File: src/rtl/seq_array_multiplier.sv
// Sequential shift-add multiplier: one partial-product row per clock, 2*WIDTH-bit exact product.
// Optional two's-complement operands when SEQ_MULT_SIGNED_EN is defined.
module seq_array_multiplier #(
  parameter int WIDTH = 4
) (
  input  logic               clk,
  input  logic               reset,
  input  logic               start,
  input  logic [WIDTH-1:0]   A,
  input  logic [WIDTH-1:0]   B,
  output logic               busy,
  output logic               done,
  output logic [2*WIDTH-1:0] Y
);

  localparam int CNT_W = $clog2(WIDTH + 1);
  localparam int PW    = 2 * WIDTH;

  typedef enum logic [1:0] {
    IDLE = 2'd0,
    RUN  = 2'd1,
    DONE = 2'd2
  } state_t;

  state_t           state_q, state_d;
  logic [PW-1:0]    mcand_q, mcand_d;
  logic [WIDTH-1:0] mplier_q, mplier_d;
  logic [PW-1:0]    acc_q, acc_d;
  logic [CNT_W-1:0] cnt_q, cnt_d;
  logic [PW-1:0]    y_q, y_d;

  logic [WIDTH-1:0] a_mag;
  logic [WIDTH-1:0] b_mag;
  logic [PW-1:0]    sum;
  logic [PW-1:0]    result;
  logic             last_row;
  logic             accept;

`ifdef SEQ_MULT_SIGNED_EN
  logic sign_q, sign_d;

  // Magnitude of the most negative value wraps to itself, which is exact as unsigned.
  assign a_mag  = A[WIDTH-1] ? (~A + 1'b1) : A;
  assign b_mag  = B[WIDTH-1] ? (~B + 1'b1) : B;
  assign result = sign_q ? (~sum + 1'b1) : sum;
`else
  assign a_mag  = A;
  assign b_mag  = B;
  assign result = sum;
`endif

  assign sum      = acc_q + (mplier_q[0] ? mcand_q : '0);
  assign last_row = (cnt_q == CNT_W'(WIDTH - 1));

  always_comb begin
    state_d  = state_q;
    mcand_d  = mcand_q;
    mplier_d = mplier_q;
    acc_d    = acc_q;
    cnt_d    = cnt_q;
    y_d      = y_q;
    accept   = 1'b0;
`ifdef SEQ_MULT_SIGNED_EN
    sign_d   = sign_q;
`endif

    case (state_q)
      IDLE: begin
        accept = start;
      end
      RUN: begin
        acc_d    = sum;
        mcand_d  = mcand_q << 1;
        mplier_d = mplier_q >> 1;
        cnt_d    = cnt_q + 1'b1;
        if (last_row) begin
          y_d     = result;
          state_d = DONE;
        end
      end
      DONE: begin
        accept  = start;
        state_d = IDLE;
      end
      default: begin
        state_d = IDLE;
      end
    endcase

    // A start seen in DONE re-arms immediately, giving one product per WIDTH+1 clocks.
    if (accept) begin
      mcand_d  = {{WIDTH{1'b0}}, a_mag};
      mplier_d = b_mag;
      acc_d    = '0;
      cnt_d    = '0;
      state_d  = RUN;
`ifdef SEQ_MULT_SIGNED_EN
      sign_d   = A[WIDTH-1] ^ B[WIDTH-1];
`endif
    end
  end

  always_ff @(posedge clk) begin
    if (reset) begin
      state_q  <= IDLE;
      mcand_q  <= '0;
      mplier_q <= '0;
      acc_q    <= '0;
      cnt_q    <= '0;
      y_q      <= '0;
`ifdef SEQ_MULT_SIGNED_EN
      sign_q   <= 1'b0;
`endif
    end else begin
      state_q  <= state_d;
      mcand_q  <= mcand_d;
      mplier_q <= mplier_d;
      acc_q    <= acc_d;
      cnt_q    <= cnt_d;
      y_q      <= y_d;
`ifdef SEQ_MULT_SIGNED_EN
      sign_q   <= sign_d;
`endif
    end
  end

  assign busy = (state_q == RUN);
  assign done = (state_q == DONE);
  assign Y    = y_q;

endmodule
File: config.mk
export PLATFORM = sky130hd
export DESIGN_NAME = seq_array_multiplier
export DESIGN_NICKNAME = d
export VERILOG_FILES = /design/src/rtl/seq_array_multiplier.sv
export SDC_FILE = /design/constraint.sdc
export NUM_CORES = 1
export LEC_CHECK = 0
export CAP_MARGIN = 20
export CORE_MARGIN = 8
export CORE_UTILIZATION = 54
export DETAILED_ROUTE_END_ITERATION = 10
export PLACE_DENSITY = 0.78
export SYNTH_ARGS = -nofsm -noshare
export SYNTH_HDL_FRONTEND = slang
export SYNTH_SLANG_ARGS = --single-unit
File: constraint.sdc
create_clock -name clk -period 2.15 [get_ports clk]
set_input_delay 0.645 -clock clk [delete_from_list [all_inputs] [get_ports clk]]
set_output_delay 0.645 -clock clk [all_outputs]
set_load 0.1 [all_outputs]
; ---- After elaboration in Yosys (flattened, before gate mapping)
; Index checks and enable logic that the tools add are counted.
[totals]
register_bits = 33
in_bits = 11
output_inout_bits = 10
wordCells = 33
[op_classes]
addsub = 2
eq_ne = 6
n_mux = 9
bitwise_logic = 1
n_reduce_logical = 7
[ops]
columns = operator, count
row1 = 2-to-1 mux 4 bit, 4
row2 = adder 8 bit, 1
row3 = 2-to-1 mux 8 bit, 1
row4 = AND reduction 2 bit, 3
row5 = one-hot mux 2 bit (2 select lines), 1
row6 = OR reduction 2 bit, 2
row7 = "adder 3 x 1 -> 3 bit, second input constant", 1
row8 = "== test 3 x 2 -> 1 bit, second input constant", 1
row9 = "!= test 3 x 1 -> 1 bit, second input constant", 1
row10 = "== test 2 x 1 -> 1 bit, second input constant", 1
row11 = "== test 2 bit, second input constant", 1
row12 = logical NOT 2 bit, 1
row13 = 2-to-1 mux 1 bit, 2
row14 = 2-to-1 mux 2 bit, 1
row15 = "!= test 2 x 1 -> 1 bit, second input constant", 1
row16 = "!= test 2 bit, second input constant", 1
row17 = nonzero test 2 bit, 1
row18 = inverter 1 bit, 1

; ---- Logic depth before layout (Yosys ltp)
; Gate-level depths: netlist of run 1.
[depth]
depth_word = 5
mapped_depth = 8
depth_no_buf = 8

; ---- Least setup slack after synthesis of run 1
; OpenSTA, ideal clock, no wires.
[synth_timing]
path_type = register to output
startpoint = register state_q[1]
endpoint = output port done
t_arrival_ns = 1.651
required_ns = 1.505
slack_ns = -0.146
stages_incl_launch_ff = 2
n_path_buf = 0
path_cell_list = dfxtp_1 > nor2b_1
[synth_via]
elab_chain_cells = 1
[synth_rtl]
columns = item, line_no
row1 = start: declaration, 25  ; state_t state_q, state_d;
row2 = start signal: assignment, 115  ; state_q <= state_d;
row3 = == test 2 bit, 128  ; assign done = (state_q == DONE);
row4 = end: declaration, 12  ; output logic done,
; Every way passes these cells.

; ---- Final worst setup path of run 1
[layout_timing]
startpoint = register mplier_q[0]
endpoint = register acc_q[5]
[layout_via]
elab_chain_cells = 2
[layout_rtl]
columns = item, line_no
row1 = start: declaration, 27  ; logic [WIDTH-1:0] mplier_q, mplier_d;
row2 = start signal: assignment, 117  ; mplier_q <= mplier_d;
row3 = 2-to-1 mux 8 bit, 52  ; assign sum = acc_q + (mplier_q[0] ? mcand_q : '0);
row4 = adder 8 bit, 52
row5 = end signal: assignment, 108  ; acc_q <= '0;
row6 = end signal: assignment, 118  ; acc_q <= acc_d;
row7 = end: declaration, 28  ; logic [PW-1:0] acc_q, acc_d;
; Every way passes these cells.
; A chain may end at the register's enable or synchronous reset.

==> results of run 1 <==
==> power groups by stage <==
| stage | combinational [mW] | sequential [mW] | clock (mW) |
|---|---|---|---|
| floorplan | 0.103 | 0.658 | 0 |
| global placement | 0.157 | 0.657 | 0 |
| detailed placement | 0.162 | 0.659 | 0 |
| CTS | 0.163 | 0.645 | 0.352 |
| global route | 0.178 | 0.648 | 0.386 |
| finish | 0.164 | 0.645 | 0.350 |
==> critical path, cell delays in order, from the launching register on <==
cell	delay [ps]
dfxtp_1	330
buf_4	150
nand2_1	120
inv_1	60
ha_1	300
a211oi_2	310
o21ai_1	200
a2111o_1	390
nand3_1	90
==> registers in the layout, summed over array words and instances, names as in the netlist <==
register	flops
Y	8
state_q	2
mcand_q	8
mplier_q	4
acc_q	8
cnt_q	3
==> repair_timing <==
item | in CTS | in global routing
setup endpoints to repair | 0 | 3
hold buffers | 0 | 0
resized for setup | 0 | 3
==> kinds of logic (layout without fill, tap and decap cells) <==
| group | Yosys count | after routing |
|---|---|---|
| AND/OR/NAND/NOR | 86 | 86 |
| AO/OA/AOI/OAI | 46 | 46 |
| flip-flops | 33 | 33 |
| buffers and inverters | 17 | 42 |
| adder cells (fa/ha/maj) | 10 | 10 |
| XOR/XNOR | 3 | 3 |
| multiplexers | 2 | 2 |
==> placed cells by master (no fill, tap or decap), drive strengths merged, types with 6 or more instances in the layout <==
cell           instances
dfxtp                 33
nand2                 30
nor2                  17
buf                   17
a21oi                 14
clkdlybuf4s50         10
ha                     9
nor3                   8
inv                    7
and2                   7
a211oi                 7
nand3                  6
==> routing by layer <==
metal | track usage, % | vias up | wire length [um]
li1 | - | 742 | -
met1 | 17.58 | 709 | 1745
met2 | 28.16 | 39 | 1984
met3 | 5.160 | 10 | 189
met5 | 0 | - | 0
met4 | 8.844 | 0 | 68
==> cell type report <==
type	instances	area [um2]
fillers	261	973.4
clock buffers	5	37.54
multi-input cells	147	943.4
well taps	33	41.29
clock inverters	3	17.52
repair buffers	27	302.8
flip-flops and latches	33	660.6
inverters	7	26.28
==> final timing paths <==
kind                                  start       end  slack, ps  depth (start not counted)
worst max register to register  mplier_q[0]  acc_q[5]        160                          8
worst max-delay path            mplier_q[0]  acc_q[5]        160                          8
worst min register to register     acc_q[0]  acc_q[0]        470                          2
worst min-delay path               acc_q[0]  acc_q[0]        470                          2
==> run summary, run 1 <==
Run status: finished, final reports clean
Compound-gate portion of the synthesized area: 19.43%
Number of distinct library cells after synthesis: 43
Crit path time final: 1995 ps
Cell type with the largest total area after synthesis: dfxtp_1
DIE WIDTH: 71.58 um
Layout-stage area growth over the synthesis result: 21.68%
Max-Cap Viols: 0
Ports: 21
Clk_skew: 17.85 ps
Fraction of synthesized cell area taken by the top area cell type: 39.61%
Number of synthesized flops with an enable pin: 0
Final setup vio count: 0
Critical Path Start Type: register
Port bufs: 20
Async set or reset register ratio after synthesis: 0%
Combinational family with the most area after synthesis: simple AND/OR/NAND/NOR gates
Ratio of routed vias to standard cells: 5.882
Wire length of the first global-routing pass: 6630 um
Total count of hold-check failures in the final report: 0
Setup tns final: 0 ps
Net count after synthesis: 218
Final-stage net count: 242
CTS root buffer: clkbuf_4
RSZ-0062 raised after global routing: no
Iteration-0 DRC count of the detailed router: 138
Total vias in the final route: 1500
Top cells by area in the synthesized netlist: dfxtp_1 40%, ha_1 6.8%, nand2_1 6.5%
Worst slew slack as a fraction of its limit: 75.23%
Data required time at the worst endpoint: 2450 ps
Routed wire length per instance: 15.64 um
Static leakage power: 0.8069 nW
VDD IR-drop max: 0.4729 mV
Post-route ant nets: 0
Number of core rows: 20
Placed Instances: 247
Final Util: 67.58%
Cell area after layout: 2029 um2
Clock insertion delay at the later pin of the skew report: 350 ps
Total Routing Usage GR: 16.43%
Clock share of power: 30.2%
Number of sinks driven by the clock tree: 33
Diodes inserted: 0
Clock buffers created by TritonCTS: 5
Highest clock rate: 501.3 MHz
CP Max Fanout: 8
First-pass detailed-route iteration total: 4
Total power: 1.159 mW
Setup Slack @ Placement: 107.4 ps
Switching power share of the total: 28.97%
Max Slew Vio Count: 0
Maximum buffer depth of the clock tree: 2
Final setup slack of the worst path: 155.1 ps
Vias in the first global route: 1511
Final cycle utilization of the critical path: 92.79%
Post-CTS repair timing setup buffer count: 0
Sequential share of power: 55.7%
Multiplexer area fraction after synthesis: 1.200%
Area of the die: 5123 um2
Final hold slack: 467.9 ps
Ys Warns: 0
TritonCTS clock tree: built
Power share of the combinational group: 14.1%
Number of antenna violations at the first check in global routing: 0
Endpoint type of the worst setup path: register
HP Class: register to register
Pin count of the biggest net entering global routing: 24
Die Y: 71.58 um
Gate count after technology mapping: 197
Mapped cell area: 1668 um2
Routed WL: 3987 um
Net Sw Power: 335.6 uW
Top cells by instance count after synthesis: 33 x dfxtp_1, 29 x nand2_1, 17 x nor2_1
Final weighted congestion in routability-driven placement: 0.8290
Start-to-end type of the worst setup path: register to register
Fraction of layout cells with a size suffix above 1: 17.57%
Clock slew at reported path FFs: 120 ps
Post-route DRC violation count: 0
Synthesized-area fraction occupied by xor and xnor cells: 1.575%
Pwr Density: 570.9 nW/um2
Placed standard-cell area: 1962 um2
Non-Filler Instances: 255
Number of synthesized register bits: 33
Post-synthesis sequential area ratio: 39.61%
Internal Power: 822.9 uW
Starting utilization of the core area: 55.54%
Half-perimeter wire length after detailed placement: 2893 um
Grt ovf: 0
Top FF cell, synth: dfxtp_1
Cell with the most instances after synthesis: dfxtp_1
Area share of fa/ha/maj cells after synthesis: 7.952%
Measured slew at the worst slew-check pin: 369.3 ps
Worst Path Arrival: 2290 ps
Area share of and/or/nand/nor cells after synthesis: 25.51%
H-tree levels: 2
Standard cell core area: 3003 um2
Mean post-synth cell area: 8.466 um2
No activity file was read; power rests on OpenSTA's default activity.
==> run 2, diff against run 1 <==
--- a/config.mk
+++ b/config.mk
@@ -8,7 +8,9 @@
 export CAP_MARGIN = 20
 export CORE_MARGIN = 8
 export CORE_UTILIZATION = 54
+export CTS_CLUSTER_SIZE = 8
 export DETAILED_ROUTE_END_ITERATION = 10
+export GPL_TIMING_DRIVEN = 0
 export PLACE_DENSITY = 0.78
 export SYNTH_ARGS = -nofsm -noshare
 export SYNTH_HDL_FRONTEND = slang
==> run summary, run 2 (synthesis gave the netlist of run 1 again) <==
CTS root buffer: clkbuf_4
Ratio of routed vias to standard cells: 5.806 (-1.3%)
Diodes inserted: 0 (unchanged)
Number of sinks driven by the clock tree: 33 (unchanged)
Setup Slack @ Placement: -563.7 ps (-671.0 ps)
Internal Power: 975.7 uW (+19%)
First-pass detailed-route iteration total: 4 (unchanged)
Max Slew Vio Count: 0 (unchanged)
Buffers plus inverters on the worst setup path: 4 (+2)
Post-route DRC violation count: 0 (unchanged)
Vias in the first global route: 1507 (-0.26%)
Fraction of layout cells with a size suffix above 1: 16.44% (-1.1 points)
Max-Cap Viols: 0 (unchanged)
Critical Path, Cell by Cell: nand2b_1, buf_4, inv_2, buf_6, buf_12
Clk_skew: 14.06 ps (-3.782 ps)
Total Routing Usage GR: 17.33% (+0.90 points)
DIE WIDTH: 71.58 um (unchanged)
Run status: finished, final reports clean
Half-perimeter wire length after detailed placement: 3066 um (+6.0%)
CTS-repair resized insts: 39 (+39)
Number of core rows: 20 (unchanged)
Final setup vio count: 0 (unchanged)
Number of cell instances on the worst register-to-register path: 6 (-2)
Critical Path Start Type: register
Total vias in the final route: 1498 (-0.13%)
Data required time at the worst endpoint: 1500 ps (-950 ps)
Routed wire length per instance: 16.08 um (+2.8%)
Startpoint of the most critical hold path: Y[2]
Crit path time final: 2050 ps (+55.26 ps)
Routed WL: 4148 um (+4.0%)
HP Class: register to register
Final Util: 68.04% (+0.46 points)
Final cycle utilization of the critical path: 95.36% (+2.6 points)
Clock slew at reported path FFs: 110 ps (about the same)
Highest clock rate: 487.8 MHz (-2.7%)
Endpoint type of the worst setup path: output pin
Static leakage power: 0.7900 nW (-2.1%)
Post-route ant nets: 0 (unchanged)
Pin count of the biggest net entering global routing: 11 (-54%)
Total count of hold-check failures in the final report: 0 (unchanged)
Total of fill cells in the finished design: 250 (-4.2%)
Most frequent standard cell in the layout excluding fill and tap cells: dfxtp_1
Measured slew at the worst slew-check pin: 574.1 ps (+204.7 ps)
Slowest cell on the critical path: dfxtp_1
CP Max Fanout: 10 (+2)
Pwr Density: 640.5 nW/um2 (+12%)
Port bufs: 20 (unchanged)
Setup slack of the worst register-to-register path: 160 ps (about the same)
Reg-to-reg critical path endpoint: Y[7]
Total power: 1.309 mW (+13%)
Worst Hold Endpoint: Y[2]
Starting utilization of the core area: 55.54% (unchanged)
Non-Filler Instances: 258 (+1.2%)
H-tree levels: 2 (unchanged)
Maximum buffer depth of the clock tree: 2 (unchanged)
Standard cell core area: 3003 um2 (unchanged)
Final-stage net count: 245 (+1.2%)
Die Y: 71.58 um (unchanged)
Net Sw Power: 333.0 uW (-0.79%)
Grt ovf: 0 (unchanged)
Start of the worst register-to-register path: mplier_q[0]
Power share of the combinational group: 12.3% (-1.8 points)
Sequential share of power: 49.6% (-6.1 points)
Placed Instances: 250 (+1.2%)
Worst path top cell family by delay: buffers and inverters
Total of hold buffers inserted after clock tree synthesis: 0 (unchanged)
Number of antenna violations at the first check in global routing: 0 (unchanged)
Worst slew slack as a fraction of its limit: 61.40% (-14 points)
Clock buffers created by TritonCTS: 5 (unchanged)
Switching power share of the total: 25.44% (-3.5 points)
Final weighted congestion in routability-driven placement: 0.8652 (+4.4%)
Largest stage delay on the critical path: 320 ps (-70 ps)
Setup tns final: 0 ps (unchanged)
Post-CTS repair timing setup buffer count: 0 (unchanged)
Worst Hold Depth: 2 (unchanged)
Clock insertion delay at the later pin of the skew report: 350 ps (about the same)
VDD IR-drop max: 0.3848 mV (-19%)
Layout-stage area growth over the synthesis result: 22.51%
Leading cell types in the layout, fill and taps excluded: 32 x dfxtp_1, 29 x nand2_1, 17 x nor2_1
Start-to-end type of the worst setup path: register to output pin
Clock share of power: 38.1% (+7.9 points)
TritonCTS clock tree: built
Wire length of the first global-routing pass: 6975 um (+5.2%)
RSZ-0062 raised after global routing: no
Worst Path Arrival: 1410 ps (-880 ps)
Ports: 21 (unchanged)
Area of the die: 5123 um2 (unchanged)
Final setup slack of the worst path: 99.86 ps (-55.26 ps)
Iteration-0 DRC count of the detailed router: 106 (-23%)
==> run 2: worst max-delay path by stage <==
stage	cells past startpoint	start	slack (ps)	endpoint
finish	5	state_q[1]	100	busy
global route	5	state_q[1]	10	busy
CTS	8	mplier_q[0]	20	Y[6]
detailed placement	5	state_q[1]	-560	busy
global placement	5	state_q[1]	-540	busy
floorplan	8	mplier_q[0]	210	Y[6]
==> run 2: tightest hold or removal path, cell delays in order (launching register included) <==
cell and delay [ps]:
dfxtp_1 320, nand2_1 50, a21oi_1 50
==> run 2: through the flow <==
step / hold WS, ps / cell area [um2]
finish: 461.6 / 2043
global route: 491.2 / 2043
CTS: 462.8 / 2024
detailed placement: 449.4 / 1912
global placement: 442.8 / 1912
floorplan: 436.6 / 1670
==> run 2: area by class of cell <==
| cell class | instances | area [um2] | share of cell area [%] |
|---|---|---|---|
| sequential | 33 | 664.4 | 32.52 |
| clock inverter | 1 | 30.03 | 1.470 |
| timing repair buffer | 20 | 221.5 | 10.84 |
| clock buffer | 7 | 55.05 | 2.694 |
| multi-input combinational | 147 | 945.9 | 46.30 |
| buffer | 10 | 58.81 | 2.878 |
| inverter | 7 | 26.28 | 1.286 |
| tap | 33 | 41.29 | 2.021 |
==> run 2: power groups by stage <==
| stage | Combinational, mW | Sequential, mW | Clock [mW] |
|---|---|---|---|
| floorplan | 0.103 | 0.658 | 0 |
| finish | 0.161 | 0.649 | 0.499 |
| global placement | 0.147 | 0.661 | 0 |
| CTS | 0.156 | 0.648 | 0.503 |
| global route | 0.179 | 0.652 | 0.525 |
| detailed placement | 0.152 | 0.662 | 0 |
==> run 2: metal layers <==
layer,routed length (um),up-vias,track usage (%)
li1,-,751,-
met1,1765,707,19.23
met2,2088,34,29.90
met3,244,6,5.579
met4,49,0,6.803
met5,0,-,0
==> run 3, diff against run 2 <==
--- a/config.mk
+++ b/config.mk
@@ -8,7 +8,7 @@
 export CAP_MARGIN = 20
 export CORE_MARGIN = 8
 export CORE_UTILIZATION = 54
-export CTS_CLUSTER_SIZE = 8
+export CTS_CLUSTER_SIZE = 28
 export DETAILED_ROUTE_END_ITERATION = 10
 export GPL_TIMING_DRIVEN = 0
 export PLACE_DENSITY = 0.78
==> results of run 3 <==
No change in the layout: final DEF, timing and power equal those of run 2.
